$ cat config.mk
export PLATFORM = sky130hd
export DESIGN_NAME = window3_gen
export DESIGN_NICKNAME = d
export VERILOG_FILES = /design/src/rtl/window3_gen.sv
export SDC_FILE = /design/constraint.sdc
export NUM_CORES = 1
export LEC_CHECK = 0
export CAP_MARGIN = 20
export CORE_UTILIZATION = 40
export CTS_CLUSTER_DIAMETER = 200
export DETAILED_ROUTE_END_ITERATION = 7
export HOLD_SLACK_MARGIN = 0.02
export PLACE_DENSITY = 0.75
export SLEW_MARGIN = 20
export SYNTH_ARGS = -nofsm -noshare
export SYNTH_HDL_FRONTEND = slang
export SYNTH_SLANG_ARGS = --single-unit
export TNS_END_PERCENT = 20
$ cat constraint.sdc
create_clock -name clk -period 4.5 [get_ports clk]
set_clock_uncertainty 0.2 [all_clocks]
set_input_delay 0.9 -clock clk [delete_from_list [all_inputs] [get_ports clk]]
set_output_delay 0.9 -clock clk [all_outputs]
set_load 0.03 [all_outputs]
$ cat src/rtl/window3_gen.sv
// window3_gen: streaming 3-tap sliding-window generator for Q8.8 feature maps.
// Each channel's FRAME_LEN-sample stream becomes FRAME_LEN windows
// {x[i-1], x[i], x[i+1]}. Both edges are padded, and valid/ready flow control
// is used on the input and the output side.
// Optional feature macro: REFLECT_PAD_EN.
//   - Defined: the edges use reflection padding.
//   - Undefined: the edges use zero padding.
module window3_gen #(
    parameter int DATA_WIDTH = 16,
    parameter int CHANNELS   = 4,
    parameter int FRAME_LEN  = 16,
    localparam int CH_W      = (CHANNELS  > 1) ? $clog2(CHANNELS)  : 1,
    localparam int POS_W     = (FRAME_LEN > 1) ? $clog2(FRAME_LEN) : 1
) (
    input  logic                    clk,
    input  logic                    rst,
    input  logic                    start,
    input  logic [DATA_WIDTH-1:0]   data_in,
    input  logic                    valid_in,
    output logic                    ready_in,
    output logic [3*DATA_WIDTH-1:0] win_out,
    output logic                    valid_out,
    input  logic                    ready_out,
    output logic [CH_W-1:0]         ch_idx,
    output logic [POS_W-1:0]        pos_idx,
    output logic                    busy,
    output logic                    done
);

    typedef enum logic [2:0] {IDLE, FILL, RUN, FLUSH, DRAIN, DONE} state_t;

    localparam logic [POS_W-1:0] LAST_POS = POS_W'(FRAME_LEN - 1);
    localparam logic [CH_W-1:0]  LAST_CH  = CH_W'(CHANNELS - 1);

    state_t                  state, next_state;
    logic [DATA_WIDTH-1:0]   s_prev, s_cur;
    logic [POS_W-1:0]        in_cnt;
    logic [CH_W-1:0]         ch_cnt;
    logic                    slot_free, accept;
    logic                    emit, ch_inc;
    logic [3*DATA_WIDTH-1:0] emit_win;
    logic [POS_W-1:0]        emit_pos;
    logic [DATA_WIDTH-1:0]   left_run, right_flush;

    assign slot_free = !valid_out || ready_out;
    assign accept    = valid_in && ready_in;
    assign busy      = (state == FILL) || (state == RUN) || (state == FLUSH) || (state == DRAIN);
    assign done      = (state == DONE);

    // Edge padding: reflection reuses in-channel neighbours, so no data crosses channels.
`ifdef REFLECT_PAD_EN
    assign left_run    = (in_cnt == POS_W'(1)) ? data_in : s_prev;
    assign right_flush = s_prev;
`else
    assign left_run    = s_prev;
    assign right_flush = '0;
`endif

    // State register.
    always_ff @(posedge clk) begin
        // NOTE: sequential state uses non-blocking assignments so every register samples pre-edge values.
        if (rst) state <= IDLE;
        else     state <= next_state;
    end

    // Next-state, input handshake and emit decode.
    always_comb begin
        // NOTE: every output of this block gets a default first, so no path infers a latch.
        next_state = state;
        ready_in   = 1'b0;
        emit       = 1'b0;
        ch_inc     = 1'b0;
        emit_win   = '0;
        emit_pos   = '0;
        case (state)
            IDLE: if (start) next_state = FILL;
            FILL: begin
                ready_in = 1'b1;
                if (valid_in) next_state = RUN;
            end
            RUN: begin
                ready_in = slot_free;
                if (valid_in && slot_free) begin
                    emit     = 1'b1;
                    emit_win = {left_run, s_cur, data_in};
                    emit_pos = in_cnt - POS_W'(1);
                    if (in_cnt == LAST_POS) next_state = FLUSH;
                end
            end
            FLUSH: begin
                if (slot_free) begin
                    emit     = 1'b1;
                    emit_win = {s_prev, s_cur, right_flush};
                    emit_pos = LAST_POS;
                    if (ch_cnt == LAST_CH) begin
                        next_state = DRAIN;
                    end else begin
                        ch_inc     = 1'b1;
                        next_state = FILL;
                    end
                end
            end
            DRAIN: if (slot_free) next_state = DONE;
            DONE:  next_state = IDLE;
            default: next_state = IDLE;
        endcase
    end

    // Sample history, counters and the registered output window.
    always_ff @(posedge clk) begin
        if (rst) begin
            s_prev    <= '0;
            s_cur     <= '0;
            in_cnt    <= '0;
            ch_cnt    <= '0;
            win_out   <= '0;
            ch_idx    <= '0;
            pos_idx   <= '0;
            valid_out <= 1'b0;
        end else begin
            if (state == IDLE && start) ch_cnt <= '0;
            if (ch_inc) ch_cnt <= ch_cnt + CH_W'(1);

            if (state == FILL && accept) begin
                s_prev <= '0;
                s_cur  <= data_in;
                in_cnt <= POS_W'(1);
            end else if (state == RUN && accept) begin
                s_prev <= s_cur;
                s_cur  <= data_in;
                in_cnt <= in_cnt + POS_W'(1);
            end

            if (emit) begin
                win_out   <= emit_win;
                ch_idx    <= ch_cnt;
                pos_idx   <= emit_pos;
                valid_out <= 1'b1;
            end else if (ready_out) begin
                valid_out <= 1'b0;
            end
        end
    end

endmodule

==> impl_metrics.yaml, run 1 <==
sta:
  finalCritPeriodShare: 0.868
  tns_ns: 0
  relSlewSlack: 0.522
  slew_viol_final: 0
  setup_viol: 0
  period_needed_ns: 3.90
  worst_slack_ns: 0.596
  max_freq_mhz: 256
  hold_viol_final: 0
  grt_setup_unrepaired: "false"
  whs_ns: 0.257
  tightestPinTransition_ns: 0.715
worst_setup_path:
  arrival_ns: 2.80
  path_class: "primary input to primary output"
  r2r_end: "win_out[13]$_SDFFE_PP0P_"
  reg2reg_depth: 5
  crit_chain: "clkdlybuf4s50_1 > nand2b_1 > nand3b_1 > a21oi_1 > clkdlybuf4s50_1"
  crit_start: "ready_out"
  required_ns: 3.40
  crit_path_top_delay_cell: "clkdlybuf4s50_1"
  critPathMaxFanout: 12
  cpMostUsedCell: "clkdlybuf4s50_1"
  worstSetupStartpointType: "primary input"
  rrSetupSlack_ns: 2.27
  cpPeakStageDelay_ns: 0.68
  r2r_start: "state[0]$_SDFFE_PP0P_"
  critPathCaptureType: "primary output"
floorplanning:
  core_area_mm2: 0.00920
  pin_count: 79
  die_h_um: 99.1
  die-area_mm2: 0.00983
  start_util: 0.410
  dieWidth_um: 99.1
  rows: 35
clock_network:
  cts_setup_buffers: 0
  cts.htree.levels: 3
  cts_root_buf: "clkbuf_8"
  cts_tree: "yes"
  ctsLongestPathBuffers: 2
  cts.sinks: 96
  hold_buffers: 0
  postCtsResizedCells: 0
  clk_pin_slew_worst_paths_ns: 0.09
  cts_made_buffers: 9
  clkLatencyLatePin_ns: 0.35
synth:
  synth_area_leaders: "dfxtp_1 51%, nand2_1 10%, a21oi_1 7.7%"
  ys_ff_latch: 96
  netlist_area_mm2: 0.00377
  synth_cell_type_count: 38
  synth_top_cell_by_area: "dfxtp_1"
  yosys.area.top_type_share: 0.509
  synth_enable_flop_cells: 0
  async_flop_share: 0
  syn_area_per_cell_um2: 8.72
  ys_warn_count: 0
  synthFlopType: "dfxtp_1"
  synth_seq_area_share: 0.509
  syn_inst: 433
  synthesis.nets: 457
power:
  leakagePower_nw: 1.59
  p_seq_frac: 0.506
  power_mw: 1.86
  ir_drop_v: 0.000129
  power_switching_share: 0.283
  p_per_area_mw_per_mm2: 391
  p_switching_uw: 528
  intPower_mw: 1.34
  combPwrFrac: 0.173
  p_clk_frac: 0.321
global_route:
  grt_start_max_net_pins: 63
  grt_pass1_wl_mm: 13.6
  grt_pass1_vias: 2866
  antenna_found_initial: 0
  grt_overflow: 0
  globalRouteTotalUtil: 0.174
placement:
  port_buffers: 78
  post-dp-hpwl_mm: 5.62
  dpl_cell_area_mm2: 0.00456
  gp_congestion: 0.806
  pre_cts_slack_ns: 0.593
  dp.cells: 594
worst_hold_path:
  min_to: "win_out[33]$_SDFFE_PP0P_"
  min_path_type: "register to register"
  hp-start: "left_run[1]$_SDFFE_PP0P_"
  whs_path_depth: 2
final_layout:
  stdcell_area_mm2: 0.00477
  final_util: 0.519
  fin_cells: 609
  antenna_cells: 0
  drive_gt1_frac: 0.0542
  syn2layout_area_growth_pct: 26.4
  nets: 518
routing:
  firstDrtPassIters: 6
  wl_per_cell_um: 13.5
  first_iter_violations: 172
  drc_errors: 0
  wirelength_mm: 8.20
  via_per_inst: 5.03
  vias: 3065
  antenna_left: 0
run:
  cap_violations: 0
status:
  outcome: "completed"
## Yosys cell counts, types with 2 or more instances
cell type and count:
ha_1 3, clkbuf_1 12, nor2b_1 2, inv_1 6, buf_2 13, buf_6 4, a22oi_1 16, dfxtp_1 96
o21ai_0 3, nand2b_1 33, xor2_1 3, a21o_1 2, buf_4 2, and3_1 2, nor2_1 25, nand4_1 4
o41ai_1 2, nor3_1 3, nand2_1 105, o211ai_1 2, a21oi_1 58, xnor2_1 2, mux2i_1 20
## critical path: cells and delay by family
| kind | cells | cell delay, ns |
|---|---|---|
| AO/OA/AOI/OAI | 1 | 0.18 |
| buffers and inverters | 2 | 1.13 |
| AND/OR/NAND/NOR | 2 | 0.59 |
## power by group through the flow
| stage | Sequential (mW) | Combinational, mW | Clock (mW) |
|---|---|---|---|
| CTS | 0.941 | 0.325 | 0.612 |
| global route | 0.949 | 0.351 | 0.651 |
| finish | 0.942 | 0.322 | 0.599 |
| global placement | 0.959 | 0.317 | 0 |
| detailed placement | 0.960 | 0.324 | 0 |
| floorplan | 0.963 | 0.222 | 0 |
## flip-flops by register name, indices dropped and copies added (netlist names)
signal / cells
left_run: 16
win_out: 48
s_cur: 16
ch_cnt: 2
state: 3
in_cnt: 4
pos_idx: 4
ch_idx: 2
valid_out: 1
## layout by cell type, fill, tap and decap left out, types with 3 or more instances in the layout
cell type and count:
nand2_1 105, dfxtp_1 96, clkdlybuf4s50_1 77, a21oi_1 58, nand2b_1 33, nor2_1 25, mux2i_1 20, a22oi_1 16
clkbuf_8 9, inv_1 6, buf_4 5, nand4_1 4, xor2_1 3, nor3_1 3, o21ai_0 3, ha_1 3
## kinds of logic (layout without fill, tap and decap cells)
family,count (synthesis),after routing,synth area share
flip-flops,96,96,0.509
AND/OR/NAND/NOR,179,179,0.215
multiplexers,20,20,0.0530
buffers and inverters,39,104,0.0534
adder cells (fa/ha/maj),3,3,0.00995
AO/OA/AOI/OAI,91,91,0.148
XOR/XNOR,5,5,0.0116
## metal layers
metal,wire length (µm),track usage,vias to the layer above
met5,0,0,-
met2,3610,0.269,94
met4,166,0.0735,0
met3,398,0.0387,14
met1,4020,0.236,1400
li1,-,-,1557
## worst max path at each step
stage | cells past startpoint | endpoint
after floorplan | 3 | ready_in
after global placement | 5 | ready_in
after detailed placement | 5 | ready_in
after CTS | 5 | ready_in
after global routing | 5 | ready_in
final | 5 | ready_in
## area by class of cell
cell class / count / area [µm²]
fillers: 890 / 4430
flip-flops and latches: 96 / 1920
multi-input cells: 298 / 1670
repair buffers: 83 / 813
well taps: 111 / 139
clock buffers: 10 / 128
clock inverters: 5 / 81.3
inverters: 6 / 22.5
(Power assumes the default switching activity.)
==> inputs of run 2 (changes only) <==
--- a/config.mk
+++ b/config.mk
@@ -6,11 +6,11 @@
 export NUM_CORES = 1
 export LEC_CHECK = 0
 export CAP_MARGIN = 20
-export CORE_UTILIZATION = 40
+export CORE_UTILIZATION = 50
 export CTS_CLUSTER_DIAMETER = 200
 export DETAILED_ROUTE_END_ITERATION = 7
 export HOLD_SLACK_MARGIN = 0.02
-export PLACE_DENSITY = 0.75
+export PLACE_DENSITY = 0.88
 export SLEW_MARGIN = 20
 export SYNTH_ARGS = -nofsm -noshare
 export SYNTH_HDL_FRONTEND = slang
==> impl_metrics.yaml, run 2 (same netlist as run 1, synthesis figures left out) <==
worst_setup_path:
  path_class: "primary input to primary output"
  crit_path_top_delay_cell: "clkdlybuf4s50_1"
  rrSetupSlack_ns: 2.23
  cpPeakStageDelay_ns: 0.70
  worstPathBufferInverterCount: 2
  cpLargestDelayFamily: "buffers and inverters"
  arrival_ns: 2.84
  worstSetupStartpointType: "primary input"
  critPathCaptureType: "primary output"
  reg2reg_depth: 5
  critPathMaxFanout: 12
  crit_chain: "clkdlybuf4s50_1 > nand2b_1 > nand3b_1 > a21oi_1 > clkdlybuf4s50_1"
  required_ns: 3.40
  r2r_end: "in_cnt[0]$_SDFFE_PP0P_"
  cpMostUsedCell: "clkdlybuf4s50_1"
  r2r_start: "state[0]$_SDFFE_PP0P_"
floorplanning:
  core_area_mm2: 0.00729
  die_h_um: 88.9
  die-area_mm2: 0.00790
  dieWidth_um: 88.9
  start_util: 0.518
  pin_count: 79
  rows: 31
clock_network:
  clk_pin_slew_worst_paths_ns: 0.09
  ctsLongestPathBuffers: 2
  cts.sinks: 96
  cts_tree: "yes"
  cts_root_buf: "clkbuf_8"
  postCtsResizedCells: 0
  hold_buffers: 0
  cts_setup_buffers: 0
  clkLatencyLatePin_ns: 0.34
  cts_made_buffers: 9
  cts.htree.levels: 3
sta:
  hold_viol_final: 0
  max_freq_mhz: 253
  finalCritPeriodShare: 0.877
  period_needed_ns: 3.94
  slew_viol_final: 0
  setup_viol: 0
  relSlewSlack: 0.511
  tns_ns: 0
  grt_setup_unrepaired: "false"
  tightestPinTransition_ns: 0.731
  whs_ns: 0.251
final_layout:
  num-fill-cells: 612
  fin_cells: 597
  seq_area_mm2: 0.00192
  final_common_cell: "nand2_1"
  final_cell_mix: "105 x nand2_1, 96 x dfxtp_1, 77 x clkdlybuf4s50_1"
  syn2layout_area_growth_pct: 25.7
  nets: 518
  multi_input_area_mm2: 0.00167
  antenna_cells: 0
  final_util: 0.650
  largest_register_ffs: 48
  drive_gt1_frac: 0.0562
  largest_register: "win_out"
global_route:
  grt_pass1_wl_mm: 13.2
  antenna_found_initial: 0
  grt_start_max_net_pins: 66
  grt_overflow: 0
  grt_pass1_vias: 2870
  globalRouteTotalUtil: 0.219
worst_hold_path:
  whs_path_depth: 2
  min_path_type: "register to register"
  hp-start: "left_run[1]$_SDFFE_PP0P_"
  min_to: "win_out[33]$_SDFFE_PP0P_"
routing:
  via_per_inst: 5.21
  vias: 3113
  firstDrtPassIters: 4
  antenna_left: 0
  drc_errors: 0
  wirelength_mm: 8.20
  first_iter_violations: 229
  wl_per_cell_um: 13.7
placement:
  dp.cells: 582
  port_buffers: 78
  post-dp-hpwl_mm: 5.60
  gp_congestion: 0.906
status:
  outcome: "completed"
power:
  ir_drop_v: 0.000242
  leakagePower_nw: 1.59
  p_per_area_mw_per_mm2: 382
run:
  cap_violations: 0
==> run 2: changes by cell type in the layout (fill, tap and decap cells not counted), sizes merged <==
cell | previous run | this run
bufinv | 2 | 1
clkinv | 1 | 4
clkinvlp | 1 | 0
inv | 7 | 6
==> run 2: worst max-delay path by stage <==
stage,startpoint,to,slack (ns),depth (start not counted)
finish,ready_out,ready_in,0.56,5
floorplan,ready_out,ready_in,1.79,3
detailed placement,ready_out,ready_in,0.58,5
global route,ready_out,ready_in,0.49,5
CTS,ready_out,ready_in,0.58,5
global placement,ready_out,ready_in,0.65,5
==> run 2: cell type report <==
type / instances / share of cell area
Sequential cell: 96 / 0.405
Clock inverter: 5 / 0.0121
Inverter: 6 / 0.00475
Timing Repair Buffer: 83 / 0.172
Tap cell: 99 / 0.0261
Multi-Input combinational cell: 298 / 0.351
Clock buffer: 10 / 0.0290
==> run 2: through the flow <==
step           instance area (µm²)  worst slack (ns)  power (mW)
2_1_floorplan                 3770              1.79        1.19
3_3_place_gp                  4550             0.651        1.27
3_5_place_dp                  4550             0.577        1.28
4_1_cts                       4740             0.577        1.82
5_1_grt                       4740             0.489        1.89
6_report                      4740             0.555        1.81
==> run 2: where the power goes <==
| group | internal [mW] | switching (mW) | total [mW] |
|---|---|---|---|
| registers | 0.891 | 0.0502 | 0.941 |
| logic | 0.133 | 0.192 | 0.324 |
| clock network | 0.269 | 0.278 | 0.547 |
==> run 2: metal layers <==
metal,vias up,GRT usage,wire [µm]
met3,9,0.0438,444
met5,-,0,0
met2,95,0.348,3940
met4,0,0.0894,117
li1,1566,-,-
met1,1443,0.291,3700
==> run 2: worst reg2reg max path, cell delays in order, from the launching register on <==
cell,delay (ns)
dfxtp_1,0.48
nor3b_4,0.31
and3_1,0.52
buf_4,0.38
nor3_1,0.10
a21o_1,0.18
